$ cat src/rtl/imem_pkg.sv
// Shared instruction-memory constants, loader state encoding and lane helpers.
// Also reused by the instruction memory itself.
package imem_pkg;

    localparam int IMEM_ADDR_W      = 8;
    localparam int IMEM_DEPTH_BYTES = 1 << IMEM_ADDR_W;
    localparam int IMEM_BYTE_W      = 8;
    localparam int IMEM_WORD_W      = 32;
    localparam int IMEM_LANES       = IMEM_WORD_W / IMEM_BYTE_W;

    typedef enum logic [1:0] {
        IDLE = 2'd0,
        RECV = 2'd1,
        CHK  = 2'd2,
        DONE = 2'd3
    } imem_state_e;

    function automatic logic [IMEM_LANES-1:0] lane_bit(input logic [1:0] lane);
        return 4'b0001 << lane;
    endfunction

endpackage

$ cat src/rtl/imem_loader_if.sv
// Loader-side bus interfaces: the incoming program byte stream and the
// outgoing word-write port toward the instruction memory.
interface imem_stream_if;
    logic [7:0] byte_in;
    logic       byte_valid;
    logic       byte_ready;

    modport master (output byte_in, output byte_valid, input byte_ready);
    modport slave  (input byte_in, input byte_valid, output byte_ready);
endinterface

interface imem_wr_if
    import imem_pkg::*;
#(
    parameter int ADDR_W = IMEM_ADDR_W
);
    logic              mem_we;
    logic [ADDR_W-1:0] mem_addr;
    logic [31:0]       mem_wdata;
    logic [3:0]        mem_be;

    modport master (output mem_we, output mem_addr, output mem_wdata, output mem_be);
    modport slave  (input mem_we, input mem_addr, input mem_wdata, input mem_be);
endinterface

$ cat src/rtl/imem_byte_packer.sv
// Packs accepted bytes into little-endian words; emits a registered write one
// cycle after a word fills or the final (possibly partial) word is flushed.
module imem_byte_packer
    import imem_pkg::*;
#(
    parameter int ADDR_W = IMEM_ADDR_W
) (
    input  logic              clk,
    input  logic              rst,
    input  logic              in_valid,
    input  logic [7:0]        in_byte,
    input  logic [ADDR_W-1:0] in_idx,
    input  logic              in_last,
    output logic              out_valid,
    output logic [ADDR_W-1:0] out_addr,
    output logic [31:0]       out_wdata,
    output logic [3:0]        out_be
);

    logic [31:0] acc_data;
    logic [3:0]  acc_be;
    logic [1:0]  lane;
    logic [31:0] merged_data;
    logic [3:0]  merged_be;

    assign lane = in_idx[1:0];

    always_comb begin
        merged_data = acc_data | ({24'b0, in_byte} << {lane, 3'b000});
        merged_be   = acc_be | lane_bit(lane);
    end

    // Accumulator is cleared after every emit so untouched lanes read as zero.
    always_ff @(posedge clk) begin
        if (rst) begin
            acc_data  <= '0;
            acc_be    <= '0;
            out_valid <= 1'b0;
            out_addr  <= '0;
            out_wdata <= '0;
            out_be    <= '0;
        end else begin
            out_valid <= 1'b0;
            if (in_valid) begin
                if (lane == 2'd3 || in_last) begin
                    out_valid <= 1'b1;
                    out_addr  <= {in_idx[ADDR_W-1:2], 2'b00};
                    out_wdata <= merged_data;
                    out_be    <= merged_be;
                    acc_data  <= '0;
                    acc_be    <= '0;
                end else begin
                    acc_data  <= merged_data;
                    acc_be    <= merged_be;
                end
            end
        end
    end

endmodule

$ cat src/rtl/imem_loader.sv
// Instruction-memory byte-stream loader; holds the core until a clean load.
// Optional trailing XOR checksum byte enabled by IMEM_LOADER_CHECKSUM_EN.
//
// state | meaning
// IDLE  | after reset, waiting for start, core held
// RECV  | accepting len program bytes
// CHK   | accepting the checksum byte (IMEM_LOADER_CHECKSUM_EN only)
// DONE  | load finished; err/cpu_hold report the outcome, start reloads
module imem_loader
    import imem_pkg::*;
#(
    parameter int ADDR_W      = IMEM_ADDR_W,
    parameter int DEPTH_BYTES = IMEM_DEPTH_BYTES
) (
    input  logic          clk,
    input  logic          rst,
    input  logic          start,
    input  logic [ADDR_W:0] len,
    imem_stream_if.slave  stream,
    imem_wr_if.master     wr,
    output logic          cpu_hold,
    output logic          busy,
    output logic          done,
    output logic          err
);

    localparam logic [1:0] ST_IDLE = 2'(IDLE);
    localparam logic [1:0] ST_RECV = 2'(RECV);
    localparam logic [1:0] ST_CHK  = 2'(CHK);
    localparam logic [1:0] ST_DONE = 2'(DONE);
    localparam logic [ADDR_W:0] MAX_LEN = (ADDR_W+1)'(DEPTH_BYTES);

    logic [1:0]      state;
    logic [ADDR_W:0] len_q;
    logic [ADDR_W:0] count;
    logic            accept;
    logic            data_accept;
    logic            last_data;
`ifdef IMEM_LOADER_CHECKSUM_EN
    logic [7:0]      xsum;
`endif

    logic              pk_valid;
    logic [ADDR_W-1:0] pk_addr;
    logic [31:0]       pk_wdata;
    logic [3:0]        pk_be;

    assign stream.byte_ready = (state == ST_RECV) || (state == ST_CHK);
    assign accept      = stream.byte_valid && stream.byte_ready;
    assign data_accept = accept && (state == ST_RECV);
    assign last_data   = (count == len_q - 1'b1);

    assign busy = (state == ST_RECV) || (state == ST_CHK);
    assign done = (state == ST_DONE);

    always_ff @(posedge clk) begin
        if (rst) begin
            state    <= ST_IDLE;
            len_q    <= '0;
            count    <= '0;
            err      <= 1'b0;
            cpu_hold <= 1'b1;
`ifdef IMEM_LOADER_CHECKSUM_EN
            xsum     <= '0;
`endif
        end else begin
            case (state)
                ST_IDLE, ST_DONE: begin
                    if (start) begin
                        if (len == '0) begin
                            state    <= ST_DONE;
                            err      <= 1'b0;
                            cpu_hold <= 1'b0;
                        end else if (len > MAX_LEN) begin
                            state    <= ST_DONE;
                            err      <= 1'b1;
                            cpu_hold <= 1'b1;
                        end else begin
                            state    <= ST_RECV;
                            len_q    <= len;
                            count    <= '0;
                            err      <= 1'b0;
                            cpu_hold <= 1'b1;
`ifdef IMEM_LOADER_CHECKSUM_EN
                            xsum     <= '0;
`endif
                        end
                    end
                end
                ST_RECV: begin
                    if (accept) begin
                        count <= count + 1'b1;
`ifdef IMEM_LOADER_CHECKSUM_EN
                        xsum  <= xsum ^ stream.byte_in;
                        if (last_data) state <= ST_CHK;
`else
                        if (last_data) begin
                            state    <= ST_DONE;
                            cpu_hold <= 1'b0;
                        end
`endif
                    end
                end
`ifdef IMEM_LOADER_CHECKSUM_EN
                ST_CHK: begin
                    if (accept) begin
                        state    <= ST_DONE;
                        err      <= (stream.byte_in != xsum);
                        cpu_hold <= (stream.byte_in != xsum);
                    end
                end
`endif
                default: state <= ST_IDLE;
            endcase
        end
    end

    // The final write is issued by the packer regardless of the state change above.
    imem_byte_packer #(.ADDR_W(ADDR_W)) u_packer (
        .clk       (clk),
        .rst       (rst),
        .in_valid  (data_accept),
        .in_byte   (stream.byte_in),
        .in_idx    (count[ADDR_W-1:0]),
        .in_last   (last_data),
        .out_valid (pk_valid),
        .out_addr  (pk_addr),
        .out_wdata (pk_wdata),
        .out_be    (pk_be)
    );

    assign wr.mem_we    = pk_valid;
    assign wr.mem_addr  = pk_addr;
    assign wr.mem_wdata = pk_wdata;
    assign wr.mem_be    = pk_be;

endmodule
$ cat src/flat_wrapper.sv
// flat-port wrapper written by rule: the top's interface ports become plain ports
module imem_loader_flat import imem_pkg::*;
#(
    parameter int ADDR_W      = IMEM_ADDR_W,
    parameter int DEPTH_BYTES = IMEM_DEPTH_BYTES
)
  (clk, rst, start, len, cpu_hold, busy, done, err, stream_byte_in, stream_byte_valid, stream_byte_ready, wr_mem_we, wr_mem_addr, wr_mem_wdata, wr_mem_be);
  imem_stream_if stream_i ();
  imem_wr_if #(.ADDR_W(ADDR_W)) wr_i ();
  input  logic clk;
  input  logic rst;
  input  logic start;
  input  logic [ADDR_W:0] len;
  output logic cpu_hold;
  output logic busy;
  output logic done;
  output logic err;
  input wire logic [$bits(stream_i.byte_in)-1:0] stream_byte_in;
  input wire logic [$bits(stream_i.byte_valid)-1:0] stream_byte_valid;
  output wire logic [$bits(stream_i.byte_ready)-1:0] stream_byte_ready;
  output wire logic [$bits(wr_i.mem_we)-1:0] wr_mem_we;
  output wire logic [$bits(wr_i.mem_addr)-1:0] wr_mem_addr;
  output wire logic [$bits(wr_i.mem_wdata)-1:0] wr_mem_wdata;
  output wire logic [$bits(wr_i.mem_be)-1:0] wr_mem_be;
  assign stream_i.byte_in = stream_byte_in;
  assign stream_i.byte_valid = stream_byte_valid;
  assign stream_byte_ready = stream_i.byte_ready;
  assign wr_mem_we = wr_i.mem_we;
  assign wr_mem_addr = wr_i.mem_addr;
  assign wr_mem_wdata = wr_i.mem_wdata;
  assign wr_mem_be = wr_i.mem_be;
  imem_loader #(.ADDR_W(ADDR_W), .DEPTH_BYTES(DEPTH_BYTES)) u_core (.clk(clk), .rst(rst), .start(start), .len(len), .stream(stream_i), .wr(wr_i), .cpu_hold(cpu_hold), .busy(busy), .done(done), .err(err));
endmodule
$ cat config.mk
export PLATFORM = sky130hd
export DESIGN_NAME = imem_loader_flat
export DESIGN_NICKNAME = d
export VERILOG_FILES = /design/src/rtl/imem_pkg.sv /design/src/rtl/imem_loader_if.sv /design/src/rtl/imem_byte_packer.sv /design/src/rtl/imem_loader.sv /design/src/flat_wrapper.sv
export SDC_FILE = /design/constraint.sdc
export NUM_CORES = 1
export LEC_CHECK = 0
export ABC_CLOCK_PERIOD_IN_PS = 2500
export CORE_AREA = 2 2 141 143
export CTS_CLUSTER_SIZE = 8
export DETAILED_ROUTE_END_ITERATION = 10
export DIE_AREA = 0 0 143 145
export GPL_TIMING_DRIVEN = 0
export PLACE_DENSITY = 0.55
export SKIP_LAST_GASP = 1
export SYNTH_ARGS = -nofsm -noshare
export SYNTH_HDL_FRONTEND = slang
export SYNTH_SLANG_ARGS = --single-unit
$ cat constraint.sdc
create_clock -name clk -period 2.5 [get_ports clk]
set_input_delay 0.5 -clock clk [delete_from_list [all_inputs] [get_ports clk]]
set_output_delay 0.5 -clock clk [all_outputs]
set_load 0.005 [all_outputs]
==> metrics.txt <==
status finished with violations; failing checks setup timing; clk_skew 0.0110 ns; Mapped Area 4700 sq um; hold_sp len[5]; total wire length about 14 mm; Post-synth EDFFs 0; Detailed Routing Iterations Pass 1 4; CTS tree yes; Top Family by Delay on Critical Path compound AO/OA/AOI/OAI gates; fin crit share 102%; Clock transition at path regs approximately 0.07 ns; WP data required 2.76 ns; vias in the first global route approximately 4,000; ys async rst share 0%; NumNets Final 629; Tot Pwr 4.44 mW; largest net degree at the start of global routing 18; startpoint type of the worst setup path flip-flop; I/O pin cnt 71; CP dominant cell by count buf_12; layout cell share with drive strength beyond 1 26.7%; Synth cell types 44; initial antenna violation count 0; minimum clock period 2.56 ns; most common cell after layout, fill and taps aside dfxtp_1; FF-to-FF path depth 8; slew margin rel. 29.4%; final slew viol count 0; Lkg Pwr ~2.2 nW; port buffer count around 60; Final Hold Slack around 0.43 ns; Layout area overhead 38.5%; placer congestion estimate 0.752; max_cap viols 0; H-tree depth 3; critical path capture point type flip-flop; Remaining DRCs 0; die area 20,700 sq um; die height 145 um; Peak VDD IR 309 uV; GR Overflow Total 0; number of cells on the worst hold path 3; core area roughly 19,000 sq um; CP Launch Point u_core.len_q[4]$_SDFFE_PP0P_; Setup CP Type flip-flop to flip-flop; Post-DP HPWL 9.50 mm; chip width 143 um; global-route wire length before repair 21.6 mm; setup violators final 50; total clock buffers created by CTS 9; # rows 51; slowest stage cell on the critical path or4_4; worst-skew pair later-pin latency between 0.3 and 0.4 ns; worst-path fanout max 6; cell count after synthesis 514; Routed Antenna Nets 0; routed vias/inst roughly 4.7; Hold Crit Class input port to flip-flop; WL/cell 16.0 um; # hold bufs at CTS 0; Yosys reg bits 101; Worst EP arrival 2.82 ns; PwrDens 683 nW/um^2; Least-Margin Pin Slew 1.05 ns; RR Startpoint u_core.len_q[4]$_SDFFE_PP0P_; worst reg2reg path endpoint u_core.u_packer.out_wdata[15]$_SDFFE_PP0P_; unrepaired setup endpoints after global routing yes; Max Root-Sink Buffers 2; synth warn 0; ANT cells 0; DR vias slightly above 4,000; Clock Sinks 101; reg-to-reg slack, setup -0.06 ns; Hold EP u_core.len_q[5]$_SDFFE_PP0P_; Initial Util 24.5%; sequential area share after synthesis 43.0%; final setup margin -0.0607 ns; Worst path max stage delay 0.57 ns; pre-CTS WS -0.775 ns; most frequent cells in the layout 95 x dfxtp_1, 79 x a21oi_1, 51 x clkdlybuf4s50_1; Buf/Inv on CP 2; CTS root buf clkbuf_16; Tot GR Track Use between 10% and 20%; Mapped Avg Cell Area a little over 9 sq um; Main synth FF type dfxtp_1; Iteration-0 DRC Markers 159; Final Hold Fails 0; CP Cell Sequence or4_4 > o211a_1 > o31ai_4 > o2111ai_4 > a21o_4 > buf_12 > buf_12 > a211oi_2; Fmax achieved 391 MHz
-- worst register-to-register path: cells and delay by family (launching register included) --
kind | cells | cell delay [ns]
buf+inv | 2 | 0.28
compound gates | 5 | 1.28
simple gates | 1 | 0.57
flops | 1 | 0.34
-- power by group --
part | total (mW) | internal [mW] | leakage (nW) | switching (mW)
clock network | 1.34 | 0.691 | 0.132 | 0.647
registers | 1.77 | 1.69 | 0.819 | 0.0795
logic | 1.34 | 0.560 | 1.24 | 0.776
total | 4.44 | 2.94 | 2.19 | 1.50
-- worst max-delay path by stage --
stage                                            endpoint  cells past startpoint
2_1_floorplan                u_core.count[7]$_SDFFE_PP0P_                      9
3_5_place_dp                 u_core.count[8]$_SDFFE_PP0P_                     10
6_report       u_core.u_packer.out_wdata[15]$_SDFFE_PP0P_                      8
4_1_cts        u_core.u_packer.out_wdata[15]$_SDFFE_PP0P_                      9
5_1_grt        u_core.u_packer.out_wdata[17]$_SDFFE_PP0P_                      8
3_3_place_gp                 u_core.count[8]$_SDFFE_PP0P_                     10
-- logic make-up (layout without fill, tap and decap cells) --
kind of cell | count (synthesis) | in the layout | share of synthesized area (%)
compound gates | 171 | 171 | 24.6
simple gates | 142 | 142 | 18.0
flops | 101 | 101 | 43.0
buf+inv | 62 | 149 | 6.18
xor+xnor | 15 | 15 | 2.80
fa+ha+maj | 11 | 11 | 2.93
mux | 11 | 11 | 2.40
other cells | 1 | 2 | 0.0798
-- routing by layer --
metal  vias up  track usage [%]  share of wire (%)
met5         -                0                  0
met4         0             3.07               0.89
met3         9             2.11                3.1
met2        77             20.7                 48
met1      1992             18.6                 48
li1       2033                -                  -
-- synthesized netlist by cell type (3+ instances only) --
library cell | count | area [sq um]
nand2_1 | 41 | 154
dfxtp_1 | 101 | 2020
nor2_1 | 26 | 97.6
and3_1 | 4 | 25.0
buf_2 | 7 | 35.0
o211ai_1 | 4 | 30.0
mux2i_1 | 9 | 90.1
a21oi_1 | 80 | 400
xor2_1 | 9 | 78.8
o21ai_0 | 4 | 20.0
nand2b_1 | 5 | 31.3
xnor2_1 | 6 | 52.6
buf_1 | 12 | 45.0
inv_1 | 12 | 45.0
nor4_1 | 4 | 25.0
buf_4 | 3 | 22.5
nor3_1 | 8 | 40.0
buf_6 | 5 | 56.3
nand4_1 | 4 | 25.0
ha_1 | 11 | 138
a211oi_2 | 5 | 62.6
a211oi_1 | 66 | 495
nand3_1 | 5 | 25.0
clkbuf_1 | 23 | 86.3
nor3_2 | 35 | 350
-- area by class of cell --
type | instances | area, sq um
buffer | 45 | 298
clock buffer | 11 | 233
inverter | 12 | 45.0
multi-input combinational | 352 | 2740
sequential | 101 | 2030
timing repair buffer | 76 | 777
tap | 265 | 332
fill | 1989 | 12700
clock inverter | 5 | 45.0
-- through the flow --
| step | cells | utilization, % | TNS, ns | area, sq um |
|---|---|---|---|---|
| finish | 867 | 33.9 | -1.67 | 6510 |
| global route | 867 | 33.9 | -5.96 | 6510 |
| CTS | 866 | 32.1 | -1.07 | 6160 |
| detailed placement | 839 | 29.4 | -30.00 | 5650 |
| global placement | 839 | 29.4 | -32.45 | 5650 |
| floorplan | 515 | - | 0 | 4730 |
-- what timing repair did --
| action | 4_1_cts | 5_1_grt |
|---|---|---|
| setup endpoints to repair | 87 | 86 |
| gates resized for setup | 38 | 79 |
| setup buffers | 12 | 3 |
| pin swaps | 6 | 22 |
| cloned | 1 | 2 |
-- flip-flops by register name, indices dropped and copies added, names as in the netlist, 2 cells and up --
register,cells
u_core.count,9
u_core.u_packer.acc_data,32
u_core.u_packer.out_wdata,32
u_core.u_packer.acc_be,4
u_core.u_packer.out_addr,6
u_core.len_q,9
u_core.u_packer.out_be,4
u_core.state,2
Note: power is estimated with default switching activity, not from simulation.
